==> src/rtl/inv_mix_cols_seq.sv <==
// Sequential AES InvMixColumns: one column per clock through a shared GF(2^8) unit.
// Define INV_MIX_COLS_ALL_COLS_EN to transform all four columns in a single CALC cycle.
module inv_mix_cols_seq (
    input  logic         clk,
    input  logic         rst,
    input  logic [127:0] Din,
    input  logic         in_valid,
    output logic         in_ready,
    output logic [127:0] Dout,
    output logic         out_valid,
    input  logic         out_ready
);
    typedef enum logic [1:0] {
        S_IDLE = 2'd0,
        S_CALC = 2'd1,
        S_DONE = 2'd2
    } state_t;

    state_t       r_state;
    state_t       w_state_next;
    logic [127:0] r_work;
    logic [127:0] w_work_calc;
    logic         w_calc_last;
    logic         w_accept;

    function automatic logic [7:0] xtime(input logic [7:0] b);
        return {b[6:0], 1'b0} ^ (b[7] ? 8'h1B : 8'h00);
    endfunction

    // Column bits [31:24] are row 0, [7:0] are row 3.
    function automatic logic [31:0] inv_col(input logic [31:0] col);
        logic [3:0][7:0] r, x2, x4, x8, m9, mb, md, me;
        for (int i = 0; i < 4; i++) begin
            r[i]  = col[8*(3-i) +: 8];
            x2[i] = xtime(r[i]);
            x4[i] = xtime(x2[i]);
            x8[i] = xtime(x4[i]);
            m9[i] = x8[i] ^ r[i];
            mb[i] = x8[i] ^ x2[i] ^ r[i];
            md[i] = x8[i] ^ x4[i] ^ r[i];
            me[i] = x8[i] ^ x4[i] ^ x2[i];
        end
        return {me[0] ^ mb[1] ^ md[2] ^ m9[3],
                m9[0] ^ me[1] ^ mb[2] ^ md[3],
                md[0] ^ m9[1] ^ me[2] ^ mb[3],
                mb[0] ^ md[1] ^ m9[2] ^ me[3]};
    endfunction

    assign w_accept = in_valid & in_ready;

`ifdef INV_MIX_COLS_ALL_COLS_EN
    generate
        for (genvar gi = 0; gi < 4; gi++) begin : g_col_unit
            assign w_work_calc[32*gi +: 32] = inv_col(r_work[32*gi +: 32]);
        end
    endgenerate
    assign w_calc_last = 1'b1;
`else
    logic [1:0]  r_col_cnt;
    logic [31:0] w_col_in;
    logic [31:0] w_col_out;

    always_comb begin
        w_col_in = r_work[31:0];
        case (r_col_cnt)
            2'd0:    w_col_in = r_work[31:0];
            2'd1:    w_col_in = r_work[63:32];
            2'd2:    w_col_in = r_work[95:64];
            default: w_col_in = r_work[127:96];
        endcase
    end

    assign w_col_out = inv_col(w_col_in);

    // Only the column selected by col_cnt is replaced; the others pass through.
    generate
        for (genvar gi = 0; gi < 4; gi++) begin : g_col_merge
            assign w_work_calc[32*gi +: 32] = (r_col_cnt == 2'(gi)) ? w_col_out
                                                                    : r_work[32*gi +: 32];
        end
    endgenerate

    assign w_calc_last = (r_col_cnt == 2'd3);

    always_ff @(posedge clk) begin
        if (rst) begin
            r_col_cnt <= 2'd0;
        end else if (w_accept) begin
            r_col_cnt <= 2'd0;
        end else if (r_state == S_CALC) begin
            r_col_cnt <= r_col_cnt + 2'd1;
        end
    end
`endif

    always_ff @(posedge clk) begin
        if (rst) begin
            r_state <= S_IDLE;
        end else begin
            r_state <= w_state_next;
        end
    end

    always_comb begin
        w_state_next = r_state;
        case (r_state)
            S_IDLE:  if (in_valid) w_state_next = S_CALC;
            S_CALC:  if (w_calc_last) w_state_next = S_DONE;
            S_DONE:  if (out_ready) w_state_next = in_valid ? S_CALC : S_IDLE;
            default: w_state_next = S_IDLE;
        endcase
    end

    // A completing output handshake frees the block for a back-to-back accept.
    always_comb begin
        in_ready  = 1'b0;
        out_valid = 1'b0;
        case (r_state)
            S_IDLE: in_ready = 1'b1;
            S_DONE: begin
                in_ready  = out_ready;
                out_valid = 1'b1;
            end
            default: ;
        endcase
    end

    always_ff @(posedge clk) begin
        if (rst) begin
            r_work <= '0;
        end else if (w_accept) begin
            r_work <= Din;
        end else if (r_state == S_CALC) begin
            r_work <= w_work_calc;
        end
    end

    assign Dout = r_work;

endmodule

==> config.mk <==
export PLATFORM = sky130hd
export DESIGN_NAME = inv_mix_cols_seq
export DESIGN_NICKNAME = d
export VERILOG_FILES = /design/src/rtl/inv_mix_cols_seq.sv
export SDC_FILE = /design/constraint.sdc
export NUM_CORES = 1
export LEC_CHECK = 0
export ABC_CLOCK_PERIOD_IN_PS = 3100
export BUFFER_PORTS_ARGS = -buffer_cell sky130_fd_sc_hd__buf_2
export CORE_ASPECT_RATIO = 0.6
export CORE_MARGIN = 2
export CORE_UTILIZATION = 49
export CTS_BUF_LIST = sky130_fd_sc_hd__clkbuf_16
export CTS_CLUSTER_DIAMETER = 60
export DETAILED_ROUTE_END_ITERATION = 7
export MAX_ROUTING_LAYER = met4
export PLACE_DENSITY = 0.76
export RECOVER_POWER = 100
export SKIP_LAST_GASP = 1
export SLEW_MARGIN = 20
export SYNTH_ARGS = -nofsm -noshare
export SYNTH_HDL_FRONTEND = slang
export SYNTH_SLANG_ARGS = --single-unit
==> constraint.sdc <==
create_clock -name clk -period 3.1 [get_ports clk]
set_input_delay 0.775 -clock clk [delete_from_list [all_inputs] [get_ports clk]]
set_output_delay 0.775 -clock clk [all_outputs]
set_load 0.05 [all_outputs]
==> results of run 1 <==
==> critical path, delay by kind of cell (launching register included) <==
family | cells | cell delay (ps)
buf+inv | 7 | 1100
xor+xnor | 4 | 660
compound gates | 2 | 550
simple gates | 1 | 350
flops | 1 | 340
fa+ha+maj | 1 | 190
mux | 1 | 180
==> repair_timing <==
action / CTS / global route
setup buffers: 30 / 50
setup endpoints to repair: 114 / 127
pin swaps: 59 / 158
gates resized for setup: 115 / 231
cloned: 3 / 1
==> layout make-up <==
class / instances / area [sq um]
repair buffers: 550 / 3860
fillers: 1219 / 3530
clock inverters: 13 / 119
well taps: 246 / 308
flip-flops and latches: 132 / 2650
inverters: 6 / 30.0
multi-input cells: 909 / 8110
clock buffers: 17 / 425
==> registers in the layout (all words and copies together), names as in the netlist <==
name       count
r_state        2
r_col_cnt      2
Dout         128
==> metrics by stage <==
step | util | area (sq um) | hold slack (ps) | instances
2_1_floorplan | - | 9660 | 537 | 1162
3_3_place_gp | 0.659 | 12500 | 492 | 1769
3_5_place_dp | 0.659 | 12500 | 494 | 1769
4_1_cts | 0.739 | 14100 | 500 | 1830
5_1_grt | 0.814 | 15500 | 530 | 1873
6_report | 0.814 | 15500 | 505 | 1873
==> synth_stat cells (2+ instances only) <==
cell and count:
xor2_4 2, a22o_1 31, a311oi_2 4, o211ai_1 9, nand3_1 9, ha_1 4, nand2b_1 6, buf_2 3
o211a_1 3, a22oi_1 4, o21a_1 2, xnor3_1 25, a311oi_1 8, nor2_1 136, a222oi_1 32, o22ai_1 9
a21oi_2 2, xnor2_1 156, o21ai_1 12, and3_1 5, dfxtp_1 132, inv_1 6, nor2b_1 7, nor3_1 7
buf_6 2, and2_1 4, a21o_1 5, clkbuf_1 95, mux2_2 2, mux2i_1 25, xor2_1 65, o21ai_0 43
nand2_1 116, a31o_2 2, a211oi_1 40, a21oi_1 122, xor3_1 4, buf_1 15, or3_1 4
==> kinds of logic (layout without fill, tap and decap cells) <==
kind of cell | Yosys count | after routing | synth area share
xor gates and xnor gates | 253 | 253 | 0.280
adders and majority gates | 4 | 4 | 0.00527
muxes | 27 | 27 | 0.0287
buffers and inverters | 121 | 586 | 0.0498
DFF | 132 | 132 | 0.278
and+or+nand+nor | 295 | 295 | 0.126
AOI/OAI and AO/OA | 330 | 330 | 0.232
==> worst paths after layout <==
kind / cells after the start / end
worst max-delay path: 16 / Dout[59]
worst min-delay path: 2 / Dout[66]
worst max register to register: 16 / Dout[59]
worst min register to register: 2 / Dout[66]
==> placed cells by master (no fill, tap or decap), types with 7 or more instances in the layout <==
cell type,count
a21oi_2,42
nor2_1,133
buf_12,22
a22o_1,31
xor2_2,19
o21ai_1,26
mux2i_1,19
nor3_1,7
clkbuf_16,18
clkbuf_1,130
xnor2_4,31
nand2_1,104
xnor2_1,80
xor2_1,41
o211ai_1,9
o22ai_1,9
xor2_4,7
o21ai_2,10
o21ai_0,16
xnor3_1,12
a211oi_2,18
nand2_2,12
dfxtp_1,130
buf_2,131
a222oi_1,32
a21oi_1,76
nand3_1,9
a211oi_1,22
nor2b_1,7
xnor2_2,46
buf_4,210
a311oi_1,7
xnor3_2,13
a21oi_4,7
buf_6,51
==> layer usage <==
layer,part of all wire,routed length (microns),track usage
met1,0.38,18900,0.620
met2,0.41,20000,0.586
met3,0.16,7990,0.159
met4,0.046,2260,0.102
met5,0,0,-
==> metrics.md, run 1 <==
| Metric | Value |
|---|---|
| Result of the run | finished, violations left |
| Violated checks | DRC, setup timing |
| Fmax | about 290 MHz |
| Die Wd | approximately 180 microns |
| Cell count after synthesis | roughly 1200 |
| Setup slack at placement | -306 ps |
| Largest net degree at the start of global routing | between 80 and 90 |
| Number of antenna violations at the first check in global routing | 0 |
| Routed wire length | slightly below 50 mm |
| Vert. Die Dim | 112 microns |
| Top flip-flop cell by instance count after synthesis | dfxtp_1 |
| Layout Nets | roughly 1800 |
| Antenna Violating Nets Remaining | 0 |
| Post-DR vias/cell | 6.41 |
| Number of warnings issued by yosys | 0 |
| DRT Pass-1 Iters | 8 |
| Count of clock tree sinks | between 100 and 150 |
| Initial core utilization | 0.499 |
| Synthesized area per cell | around 8.2 sq um |
| Worst setup EP type | register |
| First-pass GRT wire length | 64.2 mm |
| Die outline area | between 20000 and 25000 sq um |
| Clock skew | between 10 and 15 ps |
| Setup slack on the worst flop-to-flop path | -360 ps |
| Post-synth net total | between 1000 and 1500 |
| Area share of the leading cell type in the synthesized netlist | 0.278 |
| Rel. slew slack | 0.286 |
| Clock Root Buffer | clkbuf_16 |
| Crit start category | register |
| Avg WL per Cell | ~26 microns |
| Row count | 39 |
| Number of storage elements in the synthesis netlist | around 130 |
| Leading cell types by total area after synthesis | dfxtp_1 28%, xnor2_1 14%, a21oi_1 6.4% |
| CTS Hold Bufs | 0 |
| GRT Residual Overflow | 0 |
| Signal arrival time at the worst endpoint | ~3800 ps |
| Clk Latency, worst-skew pair | 450 ps |
| Area growth syn-to-layout | 63.1% |
| Area of the mapped netlist | roughly 9500 sq um |
| Required arrival time at the worst endpoint | 3450 ps |
| Max Root-Sink Buffers | 2 |
| Number of different library cells in the post-synthesis netlist | 43 |
| Portion of the post-synthesis area used by sequential elements | 0.278 |
| Sum of negative setup slack | -20100 ps |
| Maximum cell stage delay along the critical path | roughly 350 ps |
| Setup violations, final | between 100 and 150 |
| Cell type with the highest occurrence count on the critical path | buf_4 |
| Unrepaired setup endpoints after global routing | true |
| Final Hold Violating Endpoints | 0 |
| Initial detailed-routing violation count | ~2200 |
| DP HPWL | ~33 mm |
| Max Cap Viol | 0 |
| Global Route Usage Sum | 0.437 |
| CTS H-tree depth | 4 |
| Slew Viols, Final | 0 |
| Quantity of I/O buffers inserted on ports | roughly 260 |
| Post-synth EDFFs | 0 |
| Standard cell core area | 19000 sq um |
| Slowest stage cell on the critical path | a222oi_1 |
| Critical Path, Cell by Cell | buf_6 -> ha_4 -> buf_12 -> a222oi_1 -> buf_4 -> buf_8 -> buf_12 -> xnor2_4 -> xnor3_1 -> mux2i_1 -> buf_4 -> xor2_1 -> buf_4 -> xnor2_4 -> or3_4 -> a311oi_2 |
| Antenna fix cells | 0 |
| Launch instance of the worst register-to-register path | r_col_cnt[1] |
| # IOs | about 260 |
| Synth async-reset ratio | 0 |
| Clock-pin transition on the worst setup and hold timing paths | about 60 ps |
| Crit path launch | r_col_cnt[1] |
| GP Congestion | ~1.1 |
| TritonCTS clock tree | yes |
| Number of vias in the routed layout | around 12000 |
| Number of buffers created by CTS | 17 |
| Class of the worst hold path | register to register |
| Worst-margin pin slew | between 1000 and 1500 ps |
| Crit path time final | 3460 ps |
| Peak fanout along the critical path | 8 |
| Critical hold path startpoint | Dout[66] |
| Number of global-route vias before repair | just over 10000 |
| Final Cycle Share | 1.12 |
| Min setup slack post-route | -362 ps |
| Layout cell share with drive strength beyond 1 | 0.421 |
| Synth area leader | dfxtp_1 |
| Start-to-end type of the worst setup path | register to register |
| Number of remaining DRC errors | 6 |
Power of run 1 is left out: the tool's default activity adds up to more than one toggle a clock period on the data nets, which glitch-free logic cannot reach.
==> run 2, diff against run 1 <==
Settings changed: CORE_UTILIZATION 49 to 36, PLACE_DENSITY 0.76 to 0.59.
==> run 2 against run 1 <==
Compared with the run above:
- the run ends with setup timing left
- fmax down 0.99%
- setup slack worse by 35 ps
- first-iteration DRC count down 37%
- wire length down 5.7%
- non-clock buffer count down 7
- sequential share of layout area up 0.34 points
- cell count up 5.7%
- register-to-register slack worse by 30 ps
- sequential cell count unchanged
- die area up 35%
- clock-buffer cell count unchanged
- final area down 1.9%
- critical path type unchanged
- critical endpoint is now Dout[83]
- highest routed layer unchanged
==> metrics.md, run 2 (synthesized netlist as in run 1, its figures left out) <==
| Metric | Value |
|---|---|
| # IOs | 262 (unchanged) |
| TritonCTS clock tree | yes |
| Initial detailed-routing violation count | 1409 (-37%) |
| Number of antenna violations at the first check in global routing | 0 (unchanged) |
| Setup slack at placement | -329 ps (-23.1 ps) |
| Number of remaining DRC errors | 0 (-6) |
| Standard cell core area | 26200 sq um (+38%) |
| Setup violations, final | 127 (+2.4%) |
| Die outline area | 27800 sq um (+35%) |
| Global Route Usage Sum | 0.328 (-0.109) |
| Layout cell share with drive strength beyond 1 | 0.478 (+0.0571) |
| Worst setup EP type | register |
| Clock skew | 9.71 ps (-3.17 ps) |
| Peak fanout along the critical path | 10 (+2) |
| Initial core utilization | 0.363 (-0.136) |
| Start-to-end type of the worst setup path | register to register |
| First-pass GRT wire length | 64.1 mm (-0.19%) |
| Vert. Die Dim | 130 microns (+16%) |
| Unrepaired setup endpoints after global routing | true |
| Number of flip-flops under the largest register name | 128 (unchanged) |
| Post-DR vias/cell | 5.57 (-13%) |
| Violated checks | setup timing |
| Row count | 46 (+18%) |
| Most common cell after layout, fill and taps aside | buf_2 |
| Max Root-Sink Buffers | 2 (unchanged) |
| Rel. slew slack | 0.461 (+0.174) |
| Final core utilization | 0.580 (-0.234) |
| Quantity of I/O buffers inserted on ports | 261 (unchanged) |
| Largest net degree at the start of global routing | 62 (-25%) |
| Clk Latency, worst-skew pair | 430 ps (-20 ps) |
| Number of vias in the routed layout | 11017 (-8.3%) |
| Number of global-route vias before repair | 10137 (-1.7%) |
| Slew Viols, Final | 0 (unchanged) |
| Sum of negative setup slack | -22650 ps (-2540 ps) |
| Crit start category | register |
| Final Cycle Share | 1.13 (+0.0112) |
| Clock Root Buffer | clkbuf_16 |
| Avg WL per Cell | 23.4 microns (-11%) |
| Final Hold Violating Endpoints | 0 (unchanged) |
| Area growth syn-to-layout | 60.0% |
| Layout Nets | 1745 (-0.40%) |
| Max Cap Viol | 0 (unchanged) |
| CTS H-tree depth | 4 (unchanged) |
| Antenna Violating Nets Remaining | 0 (unchanged) |
| GRT Residual Overflow | 0 (unchanged) |
| Crit path time final | 3500 ps (+34.6 ps) |
| Leading cell types in the layout, fill and taps excluded | 261 x buf_2, 230 x buf_4, 134 x nor2_1, 130 x dfxtp_1, 107 x nand2_1 |
| Count of clock tree sinks | 132 (unchanged) |
| Clock-pin transition on the worst setup and hold timing paths | 60 ps (about the same) |
| Routed wire length | 46.4 mm (-5.7%) |
| Result of the run | finished, violations left |
| DRT Pass-1 Iters | 6 (-2) |
| Fmax | 286 MHz (-0.99%) |
| Signal arrival time at the worst endpoint | 3850 ps (+40 ps) |
| DP HPWL | 33.4 mm (+1.6%) |
| GP Congestion | 1.04 (-1.9%) |
| Required arrival time at the worst endpoint | 3450 ps (about the same) |
| Dpl cell area | 12600 sq um (about the same) |
| Worst-margin pin slew | 809 ps (-261 ps) |
| Die Wd | 214 microns (+16%) |
| Area of all placed cells without fillers | 15200 sq um (-1.9%) |
| Number of buffers created by CTS | 17 (unchanged) |
| Class of the worst hold path | register to register |
| Antenna fix cells | 0 (unchanged) |
| Min setup slack post-route | -396 ps (-34.6 ps) |
==> run 2: path summary, 6_finish.rpt <==
check	slack (ps)	end	cells after the start	start
max	-400	Dout[83]	14	r_col_cnt[1]
min	510	Dout[94]	2	Dout[94]
max reg2reg	-400	Dout[83]	14	r_col_cnt[1]
min reg2reg	510	Dout[94]	2	Dout[94]
==> run 2: metrics by stage <==
stage / cells / hold WS [ps]
finish: 1979 / 507
CTS: 1944 / 505
floorplan: 1162 / 537
global route: 1979 / 532
global placement: 1874 / 498
detailed placement: 1874 / 506
==> run 2: what timing repair did <==
action | in CTS | in global routing
hold buffers | 0 | 0
cloned | 1 | 0
pin swaps | 79 | 102
setup buffers | 43 | 39
setup endpoints to repair | 124 | 128
gates resized for setup | 133 | 128
==> run 2: per-layer routing <==
metal | GRT usage | share of wire | up-vias
li1 | - | - | 4923
met1 | 0.461 | 0.44 | 5373
met2 | 0.452 | 0.42 | 649
met3 | 0.103 | 0.11 | 72
met4 | 0.0809 | 0.023 | 0
met5 | - | 0 | -
==> run 2: critical path, cell delays in order (launching register included) <==
cell      delay, ps
dfxtp_2         350
inv_4            50
ha_4            190
buf_12          150
a222oi_1        410
buf_4           240
buf_6           140
xnor2_2         120
o21ai_1          90
buf_4           170
xnor2_2         190
xnor3_1         420
xnor3_2         510
buf_4           180
a211oi_2        180
==> run 2: final cells by class <==
type                    count  area [sq um]
fillers                  2257         11000
multi-input cells         909          7770
repair buffers            543          3780
flip-flops and latches    132          2650
well taps                 360           450
clock buffers              17           425
clock inverters            12          93.8
inverters                   6          27.5
Power of run 2 is left out for the same reason.
